$ cat src/rtl/vga_axil_pkg.sv
// Package shared by the VGA AXI-Lite register file and its sub-modules.
// Holds the native bus types, register byte offsets, the CTRL and STATUS
// field layouts, the shadow-transfer FSM state type and an address-match
// helper that ignores the byte-lane bits [1:0].
package vga_axil_pkg;

  localparam int NATIVE_ADDR_W = 8;
  localparam int AXIL_DATA_W   = 32;

  typedef logic [NATIVE_ADDR_W-1:0] native_addr_t;
  typedef logic [AXIL_DATA_W-1:0]   axil_data_t;

  localparam native_addr_t REG_CTRL     = 8'h00;
  localparam native_addr_t REG_H_ACTIVE = 8'h04;
  localparam native_addr_t REG_V_ACTIVE = 8'h08;
  localparam native_addr_t REG_FB_BASE  = 8'h0C;
  localparam native_addr_t REG_STATUS   = 8'h10;
  localparam native_addr_t REG_SCRATCH  = 8'h14;

  // CTRL register, bit 0 is the LSB (enable).
  typedef struct packed {
    logic test_pattern;
    logic underflow_irq_en;
    logic frame_irq_en;
    logic enable;
  } ctrl_t;

  // W1C status bits, bit 0 is frame_irq.
  typedef struct packed {
    logic underflow;
    logic frame_irq;
  } status_t;

  typedef enum logic {
    ST_IDLE = 1'b0,
    ST_RUN  = 1'b1
  } xfer_state_e;

  // Word-granular address match.
  function automatic logic addr_hit(input logic [NATIVE_ADDR_W-3:0] word_idx,
                                    input native_addr_t off);
    return word_idx == off[NATIVE_ADDR_W-1:2];
  endfunction

endpackage

$ cat src/rtl/vga_shadow_reg.sv
// Shadow/active register pair.
// Ports:
//   clk_i, arst_ni : clock, asynchronous active-low reset
//   we_i, d_i      : shadow write strobe and data
//   imm_i          : immediate mode, a shadow write also loads the active copy
//   xfer_i         : frame-boundary transfer, active copy takes the shadow
//                    value as it was before any same-edge write
//   shadow_o       : shadow copy (software readback)
//   active_o       : active copy (drives the hardware)
module vga_shadow_reg #(
  parameter int W = 32
) (
  input  logic         clk_i,
  input  logic         arst_ni,
  input  logic         we_i,
  input  logic [W-1:0] d_i,
  input  logic         imm_i,
  input  logic         xfer_i,
  output logic [W-1:0] shadow_o,
  output logic [W-1:0] active_o
);

  logic [W-1:0] shadow_q;
  logic [W-1:0] active_q;

  always_ff @(posedge clk_i or negedge arst_ni) begin
    if (!arst_ni) begin
      shadow_q <= '0;
      active_q <= '0;
    end else begin
      if (we_i) shadow_q <= d_i;
      // Transfer uses shadow_q, so a coinciding write waits one frame.
      if (xfer_i)            active_q <= shadow_q;
      else if (imm_i && we_i) active_q <= d_i;
    end
  end

  assign shadow_o = shadow_q;
  assign active_o = active_q;

endmodule

$ cat src/rtl/vga_axil_regfile.sv
// VGA configuration register file on the native side of the AXI-Lite slave.
// Ports:
//   clk_i, arst_ni                  : clock, asynchronous active-low reset
//   write_en_i, addr_write_i, data_i: native write strobe/address/data
//   read_en_sync_i, addr_read_i     : native read strobe/address
//   data_o                          : registered read data (held until next read)
//   frame_start_i, underflow_i      : event pulses from the video pipeline
//   enable_o, test_pattern_o        : active CTRL fields
//   h_active_o, v_active_o, fb_base_o : active timing / framebuffer config
//   irq_o                           : registered level interrupt
module vga_axil_regfile
  import vga_axil_pkg::*;
#(
  parameter int H_WIDTH    = 12,
  parameter int V_WIDTH    = 12,
  parameter int FCNT_WIDTH = 16
) (
  input  logic               clk_i,
  input  logic               arst_ni,
  input  logic               write_en_i,
  input  native_addr_t       addr_write_i,
  input  axil_data_t         data_i,
  input  logic               read_en_sync_i,
  input  native_addr_t       addr_read_i,
  output axil_data_t         data_o,
  input  logic               frame_start_i,
  input  logic               underflow_i,
  output logic               enable_o,
  output logic               test_pattern_o,
  output logic [H_WIDTH-1:0] h_active_o,
  output logic [V_WIDTH-1:0] v_active_o,
  output logic [31:0]        fb_base_o,
  output logic               irq_o
);

  localparam int WI = NATIVE_ADDR_W - 2;

  logic [WI-1:0] wr_idx, rd_idx;
  logic          unused_addr_lsbs;
  assign wr_idx           = addr_write_i[NATIVE_ADDR_W-1:2];
  assign rd_idx           = addr_read_i[NATIVE_ADDR_W-1:2];
  assign unused_addr_lsbs = ^{addr_write_i[1:0], addr_read_i[1:0]};

  logic wr_ctrl, wr_h, wr_v, wr_fb, wr_status, wr_scratch;
  assign wr_ctrl    = write_en_i && addr_hit(wr_idx, REG_CTRL);
  assign wr_h       = write_en_i && addr_hit(wr_idx, REG_H_ACTIVE);
  assign wr_v       = write_en_i && addr_hit(wr_idx, REG_V_ACTIVE);
  assign wr_fb      = write_en_i && addr_hit(wr_idx, REG_FB_BASE);
  assign wr_status  = write_en_i && addr_hit(wr_idx, REG_STATUS);
  assign wr_scratch = write_en_i && addr_hit(wr_idx, REG_SCRATCH);

  // ---------------- shadow transfer FSM ----------------
  xfer_state_e state_q, state_d;
  logic        imm_load, xfer;
  ctrl_t       ctrl_sh, ctrl_act;

  always_ff @(posedge clk_i or negedge arst_ni) begin
    if (!arst_ni) state_q <= ST_IDLE;
    else          state_q <= state_d;
  end

  always_comb begin
    state_d = state_q;
    case (state_q)
      ST_IDLE: if (wr_ctrl && data_i[0])               state_d = ST_RUN;
      ST_RUN:  if (frame_start_i && !ctrl_sh.enable)    state_d = ST_IDLE;
      default:                                          state_d = ST_IDLE;
    endcase
  end

  always_comb begin
    imm_load = (state_q == ST_IDLE);
    xfer     = (state_q == ST_RUN) && frame_start_i;
  end

  // ---------------- shadow/active pairs ----------------
  logic [H_WIDTH-1:0] h_sh;
  logic [V_WIDTH-1:0] v_sh;
  logic [31:0]        fb_sh;

  vga_shadow_reg #(.W(4)) u_ctrl (
    .clk_i(clk_i), .arst_ni(arst_ni), .we_i(wr_ctrl), .d_i(data_i[3:0]),
    .imm_i(imm_load), .xfer_i(xfer), .shadow_o(ctrl_sh), .active_o(ctrl_act)
  );
  vga_shadow_reg #(.W(H_WIDTH)) u_h (
    .clk_i(clk_i), .arst_ni(arst_ni), .we_i(wr_h), .d_i(data_i[H_WIDTH-1:0]),
    .imm_i(imm_load), .xfer_i(xfer), .shadow_o(h_sh), .active_o(h_active_o)
  );
  vga_shadow_reg #(.W(V_WIDTH)) u_v (
    .clk_i(clk_i), .arst_ni(arst_ni), .we_i(wr_v), .d_i(data_i[V_WIDTH-1:0]),
    .imm_i(imm_load), .xfer_i(xfer), .shadow_o(v_sh), .active_o(v_active_o)
  );
  vga_shadow_reg #(.W(32)) u_fb (
    .clk_i(clk_i), .arst_ni(arst_ni), .we_i(wr_fb), .d_i(data_i),
    .imm_i(imm_load), .xfer_i(xfer), .shadow_o(fb_sh), .active_o(fb_base_o)
  );

  assign enable_o       = ctrl_act.enable;
  assign test_pattern_o = ctrl_act.test_pattern;

  // ---------------- status, counter, scratch, irq ----------------
  status_t               status_q, status_d;
  logic [FCNT_WIDTH-1:0] fcnt_q;
  axil_data_t            scratch_q;
  logic                  irq_q;

  // Hardware set dominates a same-cycle W1C.
  always_comb begin
    status_d           = status_q;
    status_d.frame_irq = frame_start_i ||
                         (status_q.frame_irq && !(wr_status && data_i[0]));
    status_d.underflow = underflow_i ||
                         (status_q.underflow && !(wr_status && data_i[1]));
  end

  always_ff @(posedge clk_i or negedge arst_ni) begin
    if (!arst_ni) begin
      status_q  <= '0;
      fcnt_q    <= '0;
      scratch_q <= '0;
      irq_q     <= 1'b0;
    end else begin
      status_q <= status_d;
      if (state_q == ST_RUN && frame_start_i) fcnt_q <= fcnt_q + 1'b1;
      if (wr_scratch) scratch_q <= data_i;
      irq_q <= (status_q.frame_irq && ctrl_act.frame_irq_en) ||
               (status_q.underflow && ctrl_act.underflow_irq_en);
    end
  end

  assign irq_o = irq_q;

  // ---------------- read path ----------------
  axil_data_t  rd_data, data_q;
  logic [15:0] fcnt_rd;
  assign fcnt_rd = 16'(fcnt_q);

  always_comb begin
    rd_data = '0;
    if (addr_hit(rd_idx, REG_CTRL))          rd_data[3:0]         = ctrl_sh;
    else if (addr_hit(rd_idx, REG_H_ACTIVE)) rd_data[H_WIDTH-1:0] = h_sh;
    else if (addr_hit(rd_idx, REG_V_ACTIVE)) rd_data[V_WIDTH-1:0] = v_sh;
    else if (addr_hit(rd_idx, REG_FB_BASE))  rd_data              = fb_sh;
    else if (addr_hit(rd_idx, REG_STATUS))   rd_data = {fcnt_rd, 14'd0, status_q};
    else if (addr_hit(rd_idx, REG_SCRATCH))  rd_data              = scratch_q;
  end

  always_ff @(posedge clk_i or negedge arst_ni) begin
    if (!arst_ni)            data_q <= '0;
    else if (read_en_sync_i) data_q <= rd_data;
  end

  assign data_o = data_q;

endmodule

$ cat config.mk
export PLATFORM = sky130hd
export DESIGN_NAME = vga_axil_regfile
export DESIGN_NICKNAME = d
export VERILOG_FILES = /design/src/rtl/vga_axil_pkg.sv /design/src/rtl/vga_shadow_reg.sv /design/src/rtl/vga_axil_regfile.sv
export SDC_FILE = /design/constraint.sdc
export NUM_CORES = 1
export LEC_CHECK = 0
export BUFFER_PORTS_ARGS = -buffer_cell sky130_fd_sc_hd__buf_2
export CAP_MARGIN = 20
export CORE_ASPECT_RATIO = 0.9
export CORE_MARGIN = 3
export CORE_UTILIZATION = 37
export DETAILED_ROUTE_END_ITERATION = 8
export GPL_TIMING_DRIVEN = 0
export MAX_ROUTING_LAYER = met4
export SYNTH_ARGS = -nofsm -noshare
export SYNTH_HDL_FRONTEND = slang
export SYNTH_SLANG_ARGS = --single-unit
$ cat constraint.sdc
create_clock -name clk_i -period 2.5 [get_ports clk_i]
set_clock_uncertainty 0.1 [all_clocks]
set_input_delay 0.375 -clock clk_i [delete_from_list [all_inputs] [get_ports clk_i]]
set_output_delay 0.375 -clock clk_i [all_outputs]
set_load 0.05 [all_outputs]
==> results.py <==
metrics = {
    "finish": {
        "drive_gt1_share_pct": 29.8,
        "syn_to_final_growth_pct": 21.6,
        "fin_nets": 990,
        "fin_util_pct": 46.3,
        "nFillCells": 2230,
    },
    "global_route": {
        "grt_usage_pct": 19.6,
        "grt_pass1_vias": 6818,
        "grt_max_degree": 107,
        "gr-total-overflow": 0,
        "antenna_found_initial": 3,
        "grt_pass1_wl_mm": 39.5,
    },
    "routing": {
        "via_count": 6677,
        "drt-total-wl_mm": 24.7,
        "drc": 0,
        "detail_route.wl_per_cell_um": 19.7,
        "via_per_inst": 5.32,
        "ant_nets": 0,
        "drtPass1Iterations": 5,
        "drt_iter0_drc": 444,
    },
    "floorplanning": {
        "rows": 53,
        "dieArea_mm2": 0.0262,
        "fp.dieH_um": 154,
        "initial_utilization_pct": 38.0,
        "die_w_um": 170,
        "fp.coreArea_mm2": 0.0236,
        "ios": 145,
    },
    "logic_synthesis": {
        "syn-mean-instance-area_um2": 11.6,
        "syn_area_mm2": 0.00898,
        "synth_common_cells": "204 x dfrtp_1, 87 x mux2_2, 83 x nand2_1, 45 x o21ai_0, 33 x a22o_1",
        "syn_inst": 772,
        "synth_most_common_cell": "dfrtp_1",
        "synth_edf_count": 0,
        "netlist.area_leader.share_pct": 56.8,
        "ys_seq_elements": 204,
        "ys_warn_count": 0,
        "yosysTopAreaCell": "dfrtp_1",
        "synth_ff_type": "dfrtp_1",
        "synth.net_count": 827,
        "synthArstFlopShare_pct": 100,
        "synthTopCellsByArea": "dfrtp_1 57%, mux2_2 11%, nand2_1 3.5%",
        "yosysUniqueCellTypes": 47,
        "ys_seq_area_share_pct": 56.8,
    },
    "clock_network": {
        "post_cts_buffers": 0,
        "clock-sinks": 204,
        "clk_latency_ps": 510,
        "clk_path_buf_depth": 3,
        "cts_root_buf": "clkbuf_16",
        "clkTransAtPathRegs_ps": 60,
        "cts_inserted_buffers": 24,
        "h-tree-depth": 1,
        "cts_tree": "done",
    },
    "setup_path": {
        "path_class": "reg2reg",
        "r2r_slack_ps": 230,
        "critPathBufInv": 2,
        "slowest_stage": "a41oi_2",
        "worst_ep_arrival_time_ps": 2520,
        "worst_path_most_repeated_cell": "clkbuf_1",
        "critPathCaptureType": "register",
        "start_kind": "register",
        "cp-startpoint": "state_q",
        "worstPathMaxFanout": 10,
        "path_delay_family": "compound AO/OA/AOI/OAI gates",
        "cp.required_ps": 2750,
        "crit_chain": "and2_1, clkbuf_1, a41oi_2, clkbuf_1, o21ai_0",
        "r2r-start": "state_q",
        "cpPeakStageDelay_ps": 500,
    },
    "sta": {
        "slew_headroom_pct": 45.8,
        "hold_ws_ps": 25.5,
        "slew_violations": 0,
        "timing_hold_violations_final": 0,
        "grt_setup_unrepaired": "false",
        "fin_crit_ps": 2270,
        "worst_pin_slew_ps": 813,
        "max_freq_mhz": 440,
        "finalSetupViolCount": 0,
        "finalCritPeriodShare_pct": 90.9,
    },
    "placement": {
        "port_buffers": 134,
        "dp_hpwl_mm": 17.7,
        "gp_congestion": 0.817,
    },
    "run_status": {
        "status": "finished clean",
    },
    "job": {
        "drv_cap": 0,
    },
    "pwr": {
        "peakVddDrop_uv": 621,
        "leakage_uw": 0.00557,
        "power_density_mw_per_mm2": 1000,
    },
    "hold_path": {
        "hold_path.class": "in2reg",
        "min-delay-start": "data_i[20]",
    },
}
[cells by family after synthesis]
family,after synthesis,share of synthesized area (%)
DFF,204,56.8
muxes,113,13.8
adders and majority gates,1,0.139
xor gates and xnor gates,15,1.46
AOI/OAI and AO/OA,191,14.3
and+or+nand+nor,187,10.6
buffers and inverters,61,2.79
[cell type report]
type | count | area, µm² | area share, %
sequential | 204 | 5100 | 46.7
multi-input combinational | 507 | 3630 | 33.3
timing repair buffer | 137 | 728 | 6.67
clock buffer | 31 | 678 | 6.21
tap | 302 | 378 | 3.46
buffer | 52 | 216 | 1.98
clock inverter | 11 | 144 | 1.32
inverter | 9 | 33.8 | 0.309
antenna | 3 | 7.51 | 0.0687
[state kept, by name (all words and copies together) (netlist names), 16 cells and up]
register and flops:
data_o 32, scratch_q 32, u_fb.active_o 32, u_fb.shadow_o 32, fcnt_q 16
[path summary, 6_finish.rpt]
kind                                          end  cells past startpoint
max in group asynchronous        u_fb.active_o[6]                      3
worst max-delay path            u_fb.active_o[17]                      5
worst max register to register  u_fb.active_o[17]                      5
min in group asynchronous              data_o[25]                      2
worst min-delay path                scratch_q[20]                      2
worst min register to register    u_v.active_o[4]                      1
[per-layer routing]
| metal | global-route usage, % | up-vias | share of wire (%) | wire length (µm) |
|---|---|---|---|---|
| met5 | - | - | 0 | 0 |
| met4 | 4.29 | 0 | 1.9 | 461 |
| met3 | 4.58 | 33 | 7.6 | 1870 |
| met2 | 27.8 | 197 | 44 | 10800 |
| met1 | 28.6 | 3322 | 47 | 11600 |
| li1 | - | 3125 | - | - |
[stage by stage]
stage / cells / area (µm²) / power [µW] / setup TNS, ps / worst slack, ps
after floorplan: 772 / 8980 / 6500 / 0 / 721
after global placement: 1208 / 10000 / 7330 / -542510 / -2680
after detailed placement: 1209 / 10100 / 7390 / 0 / 7.76
after CTS: 1253 / 10900 / 11000 / 0 / 194
after global routing: 1256 / 10900 / 11500 / 0 / 99.0
final: 1256 / 10900 / 10900 / 0 / 226
[cell usage in the layout, fill, tap and decap left out, types with 8 or more instances in the layout]
cell type and instances:
clkbuf_1 33, o21ai_0 45, clkbuf_16 25, nor2b_1 23
mux2_2 87, a21oi_1 23, dfrtp_1 204, o22ai_1 8
a22oi_1 32, inv_1 8, xnor2_1 10, nand3_1 11
mux2i_1 24, nor2_1 22, a31oi_1 9, a22o_1 33
a21o_1 26, buf_2 145, o211ai_1 8, nand2b_1 9
nand2_1 83
[power by group]
part / leakage [µW] / switching [µW] / internal, µW / total (µW)
clock: 0.000404 / 1380 / 2220 / 3610
sequential: 0.00270 / 419 / 3950 / 4370
combinational: 0.00246 / 2180 / 772 / 2950
[what timing repair did]
action,in CTS,in global routing
hold buffers,2,0
hold endpoints to repair,99,0
gates resized for setup,1,0
setup endpoints to repair,3,0
No activity file was read; power rests on OpenSTA's default activity.
